`src/rtl/byte_stream_arbiter.sv`:
```
// Round-robin, message-granular arbiter sharing one 8-bit valid/ready byte stream
// between N requesters; a grant lasts until a last-byte handshake or an idle timeout.
module byte_stream_arbiter #(
    parameter int N       = 4,
    parameter int CHW     = (N > 1) ? $clog2(N) : 1,
    parameter int TIMEOUT = 255
) (
    input  logic             clk_clk,
    input  logic             reset_reset_n,
    input  logic [N-1:0]     req_valid,
    output logic [N-1:0]     req_ready,
    input  logic [8*N-1:0]   req_data,
    input  logic [N-1:0]     req_last,
    output logic             tx_valid,
    input  logic             tx_ready,
    output logic [7:0]       tx_data,
    output logic             tx_last,
    output logic [CHW-1:0]   grant_chan,
    output logic             busy,
    output logic             timeout_pulse
);

    localparam int CNTW = (TIMEOUT > 0) ? $clog2(TIMEOUT + 1) : 1;

    typedef enum logic {IDLE, BUSY} state_t;

    state_t            state_q;
    logic [CHW-1:0]    ptr_q;
    logic [CHW-1:0]    grant_q;
    logic [CNTW-1:0]   idle_cnt_q;
    logic              timeout_q;

    logic [CHW-1:0]    grant_d;
    logic              win_found;
    logic [7:0]        data_arr [N];
    logic              cur_valid;
    logic              cur_last;

    function automatic logic [CHW-1:0] wrap_idx(input logic [CHW-1:0] base, input int unsigned off);
        int unsigned s;
        s = (32'(base) + off) % N;
        return s[CHW-1:0];
    endfunction

    for (genvar i = 0; i < N; i++) begin : g_unpack
        assign data_arr[i] = req_data[8*i +: 8];
    end

    // Scan from the channel after the last owner so the previous owner ranks lowest.
    always_comb begin
        win_found = 1'b0;
        grant_d   = '0;
        for (int i = 1; i <= N; i++) begin
            if (!win_found && req_valid[wrap_idx(ptr_q, i)]) begin
                win_found = 1'b1;
                grant_d   = wrap_idx(ptr_q, i);
            end
        end
    end

    assign cur_valid = req_valid[grant_q];
    assign cur_last  = req_last[grant_q];

    always_ff @(posedge clk_clk or negedge reset_reset_n) begin
        if (!reset_reset_n) begin
            state_q    <= IDLE;
            ptr_q      <= CHW'(N - 1);
            grant_q    <= '0;
            idle_cnt_q <= '0;
            timeout_q  <= 1'b0;
        end else begin
            timeout_q <= 1'b0;
            case (state_q)
                IDLE: begin
                    idle_cnt_q <= '0;
                    if (win_found) begin
                        grant_q <= grant_d;
                        state_q <= BUSY;
                    end
                end
                BUSY: begin
                    if (cur_valid) begin
                        idle_cnt_q <= '0;
                        if (tx_ready && cur_last) begin
                            ptr_q   <= grant_q;
                            state_q <= IDLE;
                        end
                    end else if (TIMEOUT > 0) begin
                        // Only a silent owner ages; downstream back-pressure never does.
                        if (idle_cnt_q == CNTW'(TIMEOUT - 1)) begin
                            timeout_q  <= 1'b1;
                            ptr_q      <= grant_q;
                            idle_cnt_q <= '0;
                            state_q    <= IDLE;
                        end else begin
                            idle_cnt_q <= idle_cnt_q + CNTW'(1);
                        end
                    end else begin
                        idle_cnt_q <= '0;
                    end
                end
                default: state_q <= IDLE;
            endcase
        end
    end

    always_comb begin
        req_ready = '0;
        tx_valid  = 1'b0;
        tx_data   = 8'h00;
        tx_last   = 1'b0;
        if (state_q == BUSY) begin
            req_ready[grant_q] = tx_ready;
            tx_valid           = cur_valid;
            tx_data            = data_arr[grant_q];
            tx_last            = cur_last;
        end
    end

    assign busy          = (state_q == BUSY);
    assign grant_chan    = grant_q;
    assign timeout_pulse = timeout_q;

endmodule

```
`config.mk`:
```
export PLATFORM = sky130hd
export DESIGN_NAME = byte_stream_arbiter
export DESIGN_NICKNAME = d
export VERILOG_FILES = /design/src/rtl/byte_stream_arbiter.sv
export SDC_FILE = /design/constraint.sdc
export NUM_CORES = 1
export LEC_CHECK = 0
export CAP_MARGIN = 5
export CORE_MARGIN = 1
export CORE_UTILIZATION = 38
export DETAILED_ROUTE_END_ITERATION = 10
export GPL_ROUTABILITY_DRIVEN = 0
export PLACE_DENSITY = 0.8
export SYNTH_ARGS = -nofsm -noshare
export SYNTH_HDL_FRONTEND = slang
export SYNTH_SLANG_ARGS = --single-unit
```
`constraint.sdc`:
```
create_clock -name clk_clk -period 2.1 [get_ports clk_clk]
set_input_delay 0.42 -clock clk_clk [delete_from_list [all_inputs] [get_ports clk_clk]]
set_output_delay 0.42 -clock clk_clk [all_outputs]
set_load 0.05 [all_outputs]
```
After elaboration in Yosys (flattened, before gate mapping)
Index checks and enable logic that the tools add are counted.

Output and inout bits: 18. Bits in registers: 14. Input bits: 43. Word-level logic and storage cells: 76.

Order comparisons: 7. Equal/unequal tests: 2. $add $sub $neg: 5. Multiplexer cells: 43. Bitwise gates (word level): 3. Reduce and logical (&&, ||, !) cells: 11.

Operators with widths (count): $mux 8 (5); $mux 1 (20); $bmux 8 s2 (1); $pmux 8 s2 (1); $lt 2x3->1 const B (5); $mux 2 (7); $bmux 1 s2 (6); $add 8x1->8 const B (1); $eq 8x8->1 const B (1); $logic_and 1x1->1 (5); $add 2x1->2 const B (2); $add 2x2->2 const B (2); $and 4x4->4 (1); $mux 4 (1); $ge 3x3->1 const B (1); $logic_not 1->1 (3); $not 2->3 (1); $reduce_and 3->1 (1); $demux 1 s2 (1); $ge 2x1->1 const B (1); $ne 2x1->1 const B (1); $pmux 1 s2 (1); $reduce_and 2->1 (1); $reduce_bool 2->1 (1); $not 1->1 (1).

Logic depth before layout (Yosys ltp)
Depth in word-level cells: 15. Depth in mapped cells: 5. Gate-level depth less buffers: 5.

Least setup slack after synthesis
No wires, ideal clock.

Path type: reg2out. Start: reg grant_q[0], in the netlist grant_chan[0]. End: out req_ready[0]. Buffers on the path: 2. Arrival: 2.115 ns. Required time: 1.680 ns. Slack: -0.435 ns. Stages on the path, launching flop included: 4. Cells stage by stage: dfrtp_1 buf_2 buf_2 nor3_1.

Longest elaborated chain between the ends: 6. Elaborated cells between the ends (all ways): 7. Those cells by class: order compare: 2; mux: 3; bitwise: 1; reduce/logical: 1.

Ends and longest elaborated chain: start: declaration (RTL line 29) `logic [CHW-1:0] grant_q;`; start signal: assignment (RTL line 77) `grant_q <= grant_d;`; $lt 2x3->1 (not written as such) / $ge 2x1->1 (equally long branches) (RTL line 113) `req_ready[grant_q] = tx_ready;`; $logic_and 1x1->1 (not written as such) (RTL line 113); $mux 1 (not written as such) (RTL line 113); $demux 1 s2 * (RTL line 113); $and 4x4->4 (no line) *; $mux 4 * (RTL line 112) `if (state_q == BUSY) begin`; end: declaration (RTL line 11) `output logic [N-1:0] req_ready,`.

Every way passes the cells marked *; elsewhere a longest branch is shown, timed or not.

Final worst setup path
Start: reg grant_q[0], in the netlist grant_chan[0]. End: out tx_valid.

Longest elaborated chain between the ends: 3.

Ends and longest elaborated chain: $bmux 1 s2 (RTL line 61) `assign cur_valid = req_valid[grant_q];`; $mux 1 (not written as such) (RTL line 61); $mux 1 (RTL line 112); end: declaration (RTL line 14) `output logic tx_valid,`.

No other way between the ends. The select of a mux whose other input is x is not followed.

==> results.md <==
- Dpl hpwl: roughly 2.5 mm
- Critical R2R Capture: ptr_q[0]$_DFFE_PN1P_
- Worst Path Arrival: roughly 1.7 ns
- Maxcap violations: 0
- Vias: around 1100
- Register clock-pin slew on the reported worst setup and hold paths: 0.08 ns
- Syn Nets: roughly 150
- Hold slack: roughly 0.52 ns
- Core area: about 2600 um^2
- Nets@finish: approximately 220
- Crit share post-route: 100%
- Synth Instances: ~100
- R2R depth: 6
- Die Ht: approximately 55 um
- Register area share after synthesis: between 30% and 40%
- FFs w/ async S/R, synth: 100%
- Worst-case clock buffer depth: 2
- Worst vdd ir: 1.30 mV
- N_diodes: 0
- Final setup fails: 0
- # H-tree levels: 1
- CTS tree: built
- Io pins: 61
- Min-Delay Path Class: primary input to async pin
- Pwr/cell area: around 1400 nW/um^2
- Clk sinks: 14
- Proportion of layout cells with a drive suffix above 1: a little over a third
- FMAX: roughly 480 MHz
- Buffers added on ports: 60
- Initial cell density of the core: 42.0%
- Largest net degree at the start of global routing: 17
- Worst setup path class: flip-flop to output port
- Synth Register Bits: 14
- CP Cell Sequence: buf_6 -> buf_6 -> mux4_2 -> and2_4 -> buf_8
- First-pass GRT wire length: between 5 and 6 mm
- Crit. End Element: output port
- Synth unique cells: 35
- RSZ-0062 raised after global routing: true
- Worst skew pair latency: about 0.28 ns
- Final Skew: around 0.00053 ns
- Drt pass-1 iters: 4
- Per-cell routed wire length: 17.0 um
- Mean Syn Cell Area: approximately 10 um^2
- Synthesized area: about 1100 um^2
- Cell area after layout: approximately 1900 um^2
- Row count: 18
- Worst R2R Setup Slack: about 0.25 ns
- Inserted Clock Buffers: 3
- Synth Flop Type: dfrtp_1
- Die Wd: ~55 um
- Post-synth EDFFs: 0
- Crit path required time: between 1.5 and 2 ns
- Hold Violations, Final: 0
- Post-Place Cell Area: about 1800 um^2
- CP max stage delay: 0.50 ns
- Max Slew Vio Count: 0
- Final min period: approximately 2.1 ns
- Setup TNS: 0 ns
- Clk root buf: clkbuf_4
- Sequential cell area: 358 um^2
- Routed WL: 3.49 mm
- Relative slew slack: about three fifths
- Status: finished clean
- Crit Reg-Reg Startpoint: grant_chan[0]$_DFFE_PN0P_
- Vias in the first global route: between 1000 and 1500
- Area of the multi-input gates: slightly above 700 um^2
- Gr ovfl total: 0
- Critical path's slowest cell: dfrtp_4
- Final Util: between 70% and 80%
- CP max FO: 4
- Actual slew at the worst max-slew pin: about 0.62 ns
- Most used cell, CP: buf_6
- Crit path launch: grant_chan[0]$_DFFE_PN0P_
- Post-route DRC: 0
- Leakage: roughly 0.8 nW
- ANT nets after route: 0
- Initial antenna violation count: 0
- Syn-to-layout area delta: 81.0%
- Startpoint type of the worst setup path: flip-flop
- Post-DR vias/cell: between 5 and 6
- Gr usage total: 22.7%
- Iter 0 DRT Violations: 23
- Die area: ~3000 um^2
- Total power: 2.71 mW
- Filler cell count: about 180
- End point of the critical path: tx_valid
- Synth Warn #: 0
## per-stage QoR
stage | std cells | setup WS [ns]
final | 205 | 0.000522
after global routing | 205 | -0.0533
after CTS | 202 | -0.0315
after detailed placement | 197 | -0.0298
after global placement | 197 | -0.0258
after floorplan | 104 | 0.0123
## worst max-delay path: cells and delay by family (launching register included)
family                 cells  cell delay [ns]
buffers and inverters      3             0.40
DFF                        1             0.50
muxes                      1             0.31
and+or+nand+nor            1             0.18
## power breakdown
part / switching, mW / total [mW] / internal (mW)
Clock: 0.0862 / 0.192 / 0.106
Sequential: 0.0916 / 0.443 / 0.351
Combinational: 1.09 / 2.08 / 0.991
## final cells by class
cell class,count,area share [%]
multi-input cells,81,36.8
repair buffers,73,40.4
well taps,30,1.93
clock buffers,4,1.86
flip-flops and latches,14,18.4
inverters,3,0.578
## cells by family after synthesis
kind of cell	Yosys count	share of synthesized area, %
DFF	14	32.8
muxes	13	23.0
and+or+nand+nor	46	22.8
xor gates and xnor gates	6	4.88
adders and majority gates	2	2.32
buffers and inverters	9	4.18
AOI/OAI and AO/OA	14	10.1
## cell usage after synthesis, types with 2 or more instances
master / count / area share, %
nor2_1: 13 / 4.5
dfrtp_1: 12 / 28
and2_1: 9 / 5.2
mux4_2: 9 / 19
nand3_1: 6 / 2.8
xor2_1: 5 / 4.1
nand2_1: 4 / 1.4
a21oi_1: 3 / 1.4
inv_1: 3 / 1.0
mux2i_1: 3 / 2.8
nand2b_1: 3 / 1.7
a31oi_1: 2 / 1.2
and3_1: 2 / 1.2
and4_1: 2 / 1.6
buf_2: 2 / 0.93
clkbuf_1: 2 / 0.70
dfstp_2: 2 / 4.9
ha_1: 2 / 2.3
nand4_1: 2 / 1.2
nor3_1: 2 / 0.93
o21ai_0: 2 / 0.93
## metal layers
layer	up-vias	GRT usage, %	wire, um
li1	527	-	-
met1	554	26.1	1440
met2	54	41.8	1800
met3	7	3.51	190
met4	0	8.57	63
met5	-	0	0
## worst min path at each step
stage / start / slack (ns) / endpoint
2_1_floorplan: reset_reset_n / 0.12 / busy$_DFF_PN0_
3_3_place_gp: idle_cnt_q[4]$_DFF_PN0_ / 0.53 / idle_cnt_q[4]$_DFF_PN0_
3_5_place_dp: idle_cnt_q[5]$_DFF_PN0_ / 0.54 / idle_cnt_q[5]$_DFF_PN0_
4_1_cts: reset_reset_n / 0.52 / idle_cnt_q[5]$_DFF_PN0_
5_1_grt: reset_reset_n / 0.58 / grant_chan[0]$_DFFE_PN0P_
6_report: reset_reset_n / 0.52 / idle_cnt_q[5]$_DFF_PN0_
## placed cells by master (no fill, tap or decap), types with 2 or more instances in the layout
| cell type | synthesis | final |
|---|---|---|
| nand2_1 | 4 | 4 |
| o21ai_0 | 2 | 2 |
| buf_6 | 1 | 6 |
| nand4_1 | 2 | 2 |
| nand3_1 | 6 | 6 |
| and4_1 | 2 | 2 |
| nand2b_1 | 3 | 3 |
| inv_1 | 3 | 3 |
| nor3_2 | 0 | 2 |
| dfrtp_1 | 12 | 10 |
| a31oi_1 | 2 | 2 |
| buf_4 | 0 | 13 |
| xor2_1 | 5 | 5 |
| buf_8 | 0 | 6 |
| dfstp_2 | 2 | 2 |
| and2_4 | 0 | 8 |
| nor2_1 | 13 | 13 |
| mux4_2 | 9 | 9 |
| ha_1 | 2 | 2 |
| a21oi_1 | 3 | 3 |
| mux2i_1 | 3 | 2 |
| clkbuf_4 | 0 | 3 |
| buf_12 | 0 | 5 |
| clkdlybuf4s50_1 | 0 | 42 |
## flip-flops by register name, summed over array words and instances (netlist names)
signal and cells:
timeout_pulse 1, busy 1, idle_cnt_q 8, grant_chan 2, ptr_q 2
## repair_timing
item,CTS,global route
pin swaps,0,2
endpoints found under the setup margin,9,12
hold buffers,0,0
gates resized for setup,12,19
gates cloned,0,0
endpoints found under the hold margin,0,0
setup buffers,1,3
No activity file was read; power rests on OpenSTA's default activity.
